[src/rtl/anc_sample_sched.sv]
// Per-sample sequencer: takes one merged sample set, launches the ANC core, and forwards its result.
// A watchdog mutes the output when the core hangs. Saturating counters record timeouts and overruns.
module anc_sample_sched #(
  parameter int unsigned DATA_W  = 16,
  parameter int unsigned TMO_W   = 10,
  parameter int unsigned TMO_MAX = 1000,
  parameter int unsigned CNT_W   = 8
) (
  input  logic              clk,
  input  logic              rst,
  input  logic              init_done,
  input  logic              in_valid,
  output logic              in_ready,
  output logic              core_start,
  input  logic              core_done,
  input  logic [DATA_W-1:0] core_out,
  output logic              out_valid,
  output logic [DATA_W-1:0] out_sample,
  output logic              busy,
  input  logic              cnt_clr,
  output logic [CNT_W-1:0]  tmo_cnt,
  output logic [CNT_W-1:0]  ovr_cnt
);

  typedef enum logic [2:0] {
    S_IDLE    = 3'd0,
    S_WAIT_IN = 3'd1,
    S_START   = 3'd2,
    S_RUN     = 3'd3,
    S_EMIT    = 3'd4
  } state_e;

  localparam logic [TMO_W-1:0] WD_LAST = TMO_W'(TMO_MAX - 1);
  localparam logic [CNT_W-1:0] CNT_SAT = {CNT_W{1'b1}};
  localparam logic [CNT_W-1:0] CNT_ONE = CNT_W'(1);

  state_e              state_q;
  logic [TMO_W-1:0]    wd_q;
  logic [DATA_W-1:0]   sample_q;
  logic [CNT_W-1:0]    tmo_q, tmo_d;
  logic [CNT_W-1:0]    ovr_q, ovr_d;
  logic                in_valid_q;
  logic                from_emit_q;
  logic                in_busy;
  logic                ovr_evt;
  logic                tmo_evt;

  assign in_busy = (state_q == S_START) || (state_q == S_RUN) || (state_q == S_EMIT);

  // A new set arriving while busy, or one already waiting when a period ends, is a missed period.
  assign ovr_evt = init_done && in_valid &&
                   ((in_busy && !in_valid_q) ||
                    ((state_q == S_WAIT_IN) && from_emit_q && in_valid_q));

  assign tmo_evt = init_done && (state_q == S_RUN) && !core_done && (wd_q == WD_LAST);

  // Saturating status counters; clear wins over increment.
  always_comb begin
    tmo_d = tmo_q;
    ovr_d = ovr_q;
    if (cnt_clr) begin
      tmo_d = '0;
      ovr_d = '0;
    end else begin
      if (tmo_evt && (tmo_q != CNT_SAT)) tmo_d = tmo_q + CNT_ONE;
      if (ovr_evt && (ovr_q != CNT_SAT)) ovr_d = ovr_q + CNT_ONE;
    end
  end

  always_ff @(posedge clk or posedge rst) begin
    if (rst) begin
      state_q     <= S_IDLE;
      wd_q        <= '0;
      sample_q    <= '0;
      tmo_q       <= '0;
      ovr_q       <= '0;
      in_valid_q  <= 1'b0;
      from_emit_q <= 1'b0;
    end else begin
      in_valid_q  <= in_valid;
      tmo_q       <= tmo_d;
      ovr_q       <= ovr_d;
      from_emit_q <= 1'b0;
      if (!init_done && (state_q != S_IDLE)) begin
        state_q <= S_IDLE;
      end else begin
        case (state_q)
          S_IDLE: begin
            if (init_done) state_q <= S_WAIT_IN;
          end
          S_WAIT_IN: begin
            if (in_valid) state_q <= S_START;
          end
          S_START: begin
            wd_q    <= '0;
            state_q <= S_RUN;
          end
          S_RUN: begin
            // A completion in the expiry cycle still counts as a normal result.
            if (core_done) begin
              sample_q <= core_out;
              state_q  <= S_EMIT;
            end else if (wd_q == WD_LAST) begin
              sample_q <= '0;
              state_q  <= S_EMIT;
            end else begin
              wd_q <= wd_q + TMO_W'(1);
            end
          end
          S_EMIT: begin
            from_emit_q <= 1'b1;
            state_q     <= S_WAIT_IN;
          end
          default: state_q <= S_IDLE;
        endcase
      end
    end
  end

  assign in_ready   = (state_q == S_WAIT_IN);
  assign core_start = (state_q == S_START);
  assign out_valid  = (state_q == S_EMIT);
  assign busy       = in_busy;
  assign out_sample = sample_q;
  assign tmo_cnt    = tmo_q;
  assign ovr_cnt    = ovr_q;

endmodule

[config.mk]
export PLATFORM = sky130hd
export DESIGN_NAME = anc_sample_sched
export DESIGN_NICKNAME = d
export VERILOG_FILES = /design/src/rtl/anc_sample_sched.sv
export SDC_FILE = /design/constraint.sdc
export NUM_CORES = 1
export LEC_CHECK = 0
export CAP_MARGIN = 20
export CORE_ASPECT_RATIO = 0.5
export CORE_MARGIN = 2
export CORE_UTILIZATION = 30
export DETAILED_ROUTE_END_ITERATION = 10
export PLACE_DENSITY = 0.5
export SKIP_LAST_GASP = 1
export SYNTH_ARGS = -nofsm -noshare
export SYNTH_HDL_FRONTEND = slang
export SYNTH_SLANG_ARGS = --single-unit
[constraint.sdc]
create_clock -name clk -period 3.2 [get_ports clk]
set_clock_uncertainty 0.1 [all_clocks]
set_input_delay 0.64 -clock clk [delete_from_list [all_inputs] [get_ports clk]]
set_output_delay 0.64 -clock clk [all_outputs]
set_load 0.03 [all_outputs]
==> results of run 1 <==
==> flip-flops by register name (all words and copies together), names as in the netlist <==
name,flops
out_sample,16
wd_q,10
ovr_cnt,8
tmo_cnt,8
state_q,3
from_emit_q,1
in_valid_q,1
==> cells in the final DEF, fill, tap and decap left out, drive strengths merged, types with 3 or more instances in the layout <==
cell type,n
o31ai,9
clkbuf,5
mux2,12
nor3,5
o21ai,5
buf,3
nand4,10
nand3,9
and2,3
or4,8
nor4,6
a22o,16
or3,5
and4,4
inv,8
nor2b,14
nor2,12
a21oi,15
clkdlybuf4s50,57
nand2,11
ha,3
dfrtp,47
==> cell type report <==
type                            count  area (um^2)
Sequential cell                    47         1180
Fill cell                         783         4600
Tap cell                          112          140
Multi-Input combinational cell    164         1150
Inverter                            8         30.0
Clock buffer                        5          125
Timing Repair Buffer               60          593
Clock inverter                      3         67.6
==> through the flow <==
step / total power (W) / instances / worst slack, ns
after detailed placement: 0.00109 / 391 / 0.458
after floorplan: 0.000915 / 228 / 1.09
final: 0.00176 / 399 / 0.420
after global placement: 0.00109 / 391 / 0.519
after global routing: 0.00184 / 399 / 0.312
after CTS: 0.00178 / 399 / 0.425
==> final timing paths <==
path                                 end  slack [ns]  cells past startpoint
setup / recovery              core_start        0.42                      3
hold / removal             out_sample[6]        0.40                      1
setup reg to reg           out_sample[5]        0.87                      5
hold reg to reg            out_sample[6]        0.40                      1
max in group asynchronous        wd_q[1]        1.86                      3
min in group asynchronous  out_sample[1]        0.72                      3
==> cells by family after synthesis <==
family                     count (synthesis)  share of synthesized area, %
DFF                                       47                          48.9
adders and majority gates                  3                          1.56
and+or+nand+nor                           98                          25.1
xor gates and xnor gates                   1                         0.364
buffers and inverters                     17                          3.28
AOI/OAI and AO/OA                         50                          15.1
muxes                                     12                          5.62
==> routing by layer <==
layer  vias up  routed length, um  share of wire, %  global-route usage, %
met5         -                  0                 0                      0
met4         0                 60               1.0                   3.99
met3         5                193               3.4                   3.17
met2        26               2650                46                   23.4
met1       979               2820                49                   18.7
li1        985                  -                 -                      -
==> power by group <==
part	internal (W)	leakage [nW]	switching, W	total (W)
logic	0.000179	0.623	0.000208	0.000387
registers	0.000654	0.633	0.0000394	0.000694
clock network	0.000448	0.0900	0.000236	0.000684
==> Yosys cell counts, types with 3 or more instances <==
| library cell | number |
|---|---|
| nor2_1 | 12 |
| nor4_1 | 6 |
| o31ai_1 | 9 |
| nand3_1 | 8 |
| nand4_1 | 10 |
| mux2_2 | 5 |
| nor2b_1 | 14 |
| o21ai_0 | 5 |
| clkbuf_1 | 4 |
| mux2_1 | 7 |
| or4_1 | 8 |
| a21oi_1 | 15 |
| nand2_1 | 11 |
| dfrtp_1 | 47 |
| ha_1 | 3 |
| nor3_1 | 4 |
| and2_1 | 3 |
| and4_1 | 4 |
| or3_1 | 5 |
| inv_1 | 8 |
| buf_2 | 3 |
| a22o_1 | 16 |
==> qor.csv, run 1 <==
stage;metric;value;unit
run_status;status;finished, final reports clean;
synth;synth_fp_nets;253;
clock_tree;cts.hold.buffers_added;0;
hold_path;min-delay-start;out_sample[6];
sta;tns;0;ns
worst_setup_path;slowest_stage;clkdlybuf4s50_1;
clock_tree;cts_setup_buffers;0;
worst_setup_path;slowest_delay;0.68;ns
floorplan;initial_utilization;30.5;%
placement;gp_congestion;0.742;
sta;finalSetupViolCount;0;
clock_tree;root_buffer;clkbuf_16;
sta;fmax;0.360;GHz
worst_setup_path;crit_fanout;10;
global_route;overflow;0;
detailed_routing;postRouteAntennaNets;0;
clock_tree;cts_resized;0;
placement;place_area;3090;um^2
sta;hold_slack;0.402;ns
power;cellPowerDensity;537;nW/um^2
run;max_cap_viol_count;0;
worst_setup_path;worst_path_most_repeated_cell;nor2b_1;
global_route;antenna_found_initial;0;
synth;synth.cell_area;2400;um^2
floorplan;rows;23;
worst_setup_path;critPathArrivalTime;2.04;ns
clock_tree;clk_pin_slew;0.07;ns
synth;synth_cells;228;
worst_setup_path;cp_top_family;buffers and inverters;
finish;n_antenna_cell;0;
sta;drv_slew;0;
global_route;grt_max_degree;48;
synth;synth_ff_type;dfrtp_1;
synth;ys_types;39;
finish;nets;311;
power;ir_worst_vdd;0.000337;V
finish;area_growth;36.7;%
synth;synth_area_leaders;dfrtp_1, a22o_1, nor2b_1;
synth;synth.yosys.warnings;0;
finish;drive_above_1_share;8.71;%
worst_setup_path;cp_num_buf_inv;1;
clock_tree;clkSinkCount;47;
placement;port_buffers;57;
worst_setup_path;r2r_start;wd_q[0];
sta;period_share;86.9;%
worst_setup_path;crit_type;flip-flop to primary output;
synth;synth_seq_area_share;48.9;%
sta;slew_headroom;49.7;%
global_route;grtUsageTotal;14.1;%
global_route;grt_pass1_vias;1930;
finish;final_util;41.7;%
detailed_routing;drc;0;
worst_setup_path;cp-startpoint;state_q[1];
sta;fin_crit;2.78;ns
hold_path;hp-class;flip-flop to flip-flop;
synth;ys_async_sr_fraction;100;%
worst_setup_path;cp-start-kind;flip-flop;
clock_tree;h-tree-depth;2;
clock_tree;clk_path_buf_depth;2;
sta;rsz0062_at_grt;no;
detailed_routing;drtPass1Iterations;4;
finish;stdcell_area;3290;um^2
sta;finalHoldViolations;0;
clock_tree;cts_tree;done;
detailed_routing;vias;1995;
power;static-leakage-power;1.35;nW
placement;dp_hpwl;4000;um
worst_setup_path;cp_cell_sequence;nor2b_1, nor2b_1, clkdlybuf4s50_1;
floorplan;dieArea;8790;um^2
worst_setup_path;required;2.46;ns
floorplan;fp.dieH;67.3;um
synth;synth_top_cell_area_share;48.9;%
floorplan;core-area;7890;um^2
floorplan;ios;58;
synth;synth_edf_count;0;
detailed_routing;wirelength;5720;um
synth;synth.avg_cell_area;10.5;um^2
detailed_routing;via_per_inst;5.00;
synth;synth-seq-cells;47;
worst_setup_path;end_kind;primary output;
synth;yosys.area.top_type;dfrtp_1;
sta;worst_pin_slew;0.752;ns
detailed_routing;wl_per_cell;14.3;um
clock_tree;cts_inserted_buffers;5;
clock_tree;clkLatencyLatePin;0.29;ns
detailed_routing;drt_iter0_drc;93;
floorplan;die_w;131;um
global_route;grt_pass1_wl;9720;um
Power figures use the tool's default switching activity.
==> inputs of run 2 (changes only) <==
Settings changed: PLACE_DENSITY 0.5 to 0.52.
Clock period 3.2 ns to 2.3 ns, I/O delays scaled along.
==> qor.csv, run 2 (synthesis gave the netlist of run 1 again) <==
stage;metric;value;unit;change
run_status;status;finished, final reports clean;;unchanged
sta;setup_ws;0.141;ns;was 0.420 ns
clock_tree;root_buffer;clkbuf_16;;unchanged
detailed_routing;drt_iter0_drc;111;;was 93
placement;placed_cells;409;;was 391
floorplan;initial_utilization;30.5;%;unchanged
global_route;grt_pass1_wl;10400;um;was 9720 um
clock_tree;clk_pin_slew;0.07;ns;about the same
floorplan;dieArea;8790;um^2;unchanged
finish;largest_reg_flops;16;;unchanged
finish;nets;329;;was 311
clock_tree;h-tree-depth;2;;unchanged
global_route;antenna_found_initial;0;;unchanged
finish;area_growth;41.6;%;was 36.7%
clock_tree;cts_tree;done;;unchanged
detailed_routing;drtPass1Iterations;4;;unchanged
worst_setup_path;cp_cell_sequence;clkdlybuf4s50_1, nand2b_4, o32a_4, nor4_1, mux2_1;;was nor2b_1, nor2b_1, clkdlybuf4s50_1
placement;gp_congestion;0.785;;was 0.742
floorplan;rows;23;;unchanged
finish;final_util;43.2;%;was 41.7%
sta;fmax;0.463;GHz;
clock_tree;cts.hold.buffers_added;0;;unchanged
detailed_routing;wl_per_cell;14.3;um;about the same
detailed_routing;postRouteAntennaNets;0;;unchanged
detailed_routing;wirelength;5980;um;was 5720 um
run;max_cap_viol_count;0;;unchanged
detailed_routing;drc;0;;unchanged
sta;worst_pin_slew;0.530;ns;was 0.752 ns
finish;final_common_cell;clkdlybuf4s50_1;;unchanged
global_route;grt_max_degree;48;;unchanged
finish;drive_above_1_share;13.8;%;was 8.71%
worst_setup_path;cp_num_buf_inv;1;;unchanged
finish;finalNonFillerCells;417;;was 399
hold_path;hp-class;flip-flop to flip-flop;;unchanged
global_route;grt_pass1_vias;2154;;was 1930
floorplan;fp.dieH;67.3;um;unchanged
global_route;overflow;0;;unchanged
floorplan;core-area;7890;um^2;unchanged
power;ir_worst_vdd;0.000326;V;was 0.000337 V
global_route;grtUsageTotal;15.0;%;was 14.1%
sta;drv_slew;0;;unchanged
finish;n_antenna_cell;0;;unchanged
worst_setup_path;cp-start-kind;input port;;was flip-flop
worst_setup_path;crit_fanout;8;;was 10
finish;stdcell_area;3400;um^2;was 3290 um^2
worst_setup_path;critPathArrivalTime;2.24;ns;was 2.04 ns
power;static-leakage-power;1.45;nW;was 1.35 nW
placement;place_area;3250;um^2;was 3090 um^2
finish;layout_common_cells;clkdlybuf4s50_1, dfrtp_1, buf_4;;was clkdlybuf4s50_1, dfrtp_1, a22o_1
clock_tree;cts_setup_buffers;0;;unchanged
sta;slew_headroom;64.5;%;was 49.7%
clock_tree;clkSinkCount;47;;unchanged
worst_setup_path;crit_type;input port to flip-flop;;was flip-flop to primary output
floorplan;ios;58;;unchanged
placement;port_buffers;57;;unchanged
worst_setup_path;end_kind;flip-flop;;was primary output
clock_tree;clkLatencyLatePin;0.29;ns;about the same
clock_tree;cts_inserted_buffers;5;;unchanged
detailed_routing;via_per_inst;5.01;;was 5.00
finish;fillers;798;;was 783
placement;dp_hpwl;4210;um;was 4000 um
detailed_routing;vias;2089;;was 1995
floorplan;die_w;131;um;unchanged
sta;finalSetupViolCount;0;;unchanged
placement;post-place-ws;-0.169;ns;was 0.458 ns
sta;finalHoldViolations;0;;unchanged
worst_setup_path;slowest_stage;clkdlybuf4s50_1;;unchanged
sta;hold_slack;0.405;ns;was 0.402 ns
clock_tree;clk_path_buf_depth;2;;unchanged
sta;rsz0062_at_grt;no;;unchanged
worst_setup_path;cp_top_family;buffers and inverters;;unchanged
sta;fin_crit;2.16;ns;
worst_setup_path;slowest_delay;0.58;ns;was 0.68 ns
power;cellPowerDensity;675;nW/um^2;was 537 nW/um^2
sta;period_share;93.9;%;
worst_setup_path;required;2.38;ns;was 2.46 ns
run 2: cell type report:
cell class	instances	area, um^2	share of cell area (%)
Multi-Input combinational cell	164	1150	33.9
Timing Repair Buffer	78	748	22.0
Sequential cell	47	1180	34.5
Clock buffer	8	156	4.59
Tap cell	112	140	4.12
Inverter	8	30.0	0.882
run 2: metal layers:
| metal | up-vias | wire (um) | share of wire [%] | track usage (%) |
|---|---|---|---|---|
| li1 | 1014 | - | - | - |
| met1 | 1046 | 2840 | 48 | 19.1 |
| met2 | 23 | 2830 | 47 | 25.1 |
| met3 | 6 | 198 | 3.3 | 3.65 |
| met4 | 0 | 104 | 1.7 | 5.98 |
| met5 | - | 0 | 0 | 0 |
run 2: final timing paths:
| kind | cells after the start | slack (ns) | start | endpoint |
|---|---|---|---|---|
| setup / recovery | 5 | 0.14 | init_done | ovr_cnt[5] |
| hold / removal | 1 | 0.41 | out_sample[10] | out_sample[10] |
| setup reg to reg | 6 | 0.21 | wd_q[0] | tmo_cnt[6] |
| hold reg to reg | 1 | 0.41 | out_sample[10] | out_sample[10] |
| max in group asynchronous | 3 | 1.44 | rst | out_sample[11] |
| min in group asynchronous | 3 | 0.43 | rst | out_sample[14] |
run 2: timing repair:
item / CTS / global route
resized for setup: 4 / 0
endpoints found under the setup margin: 4 / 0
hold endpoints to repair: 0 / 0
run 2: power breakdown:
part | total, W | switching, W | internal, W
Combinational | 0.000557 | 0.000296 | 0.000261
Clock | 0.000778 | 0.000315 | 0.000464
Sequential | 0.000961 | 0.0000504 | 0.000911
run 2: metrics by stage:
step | total power, W | TNS, ns
2_1_floorplan | 0.00127 | 0
3_3_place_gp | 0.00154 | -1.10
3_5_place_dp | 0.00154 | -1.31
4_1_cts | 0.00234 | 0
5_1_grt | 0.00240 | 0
6_report | 0.00230 | 0
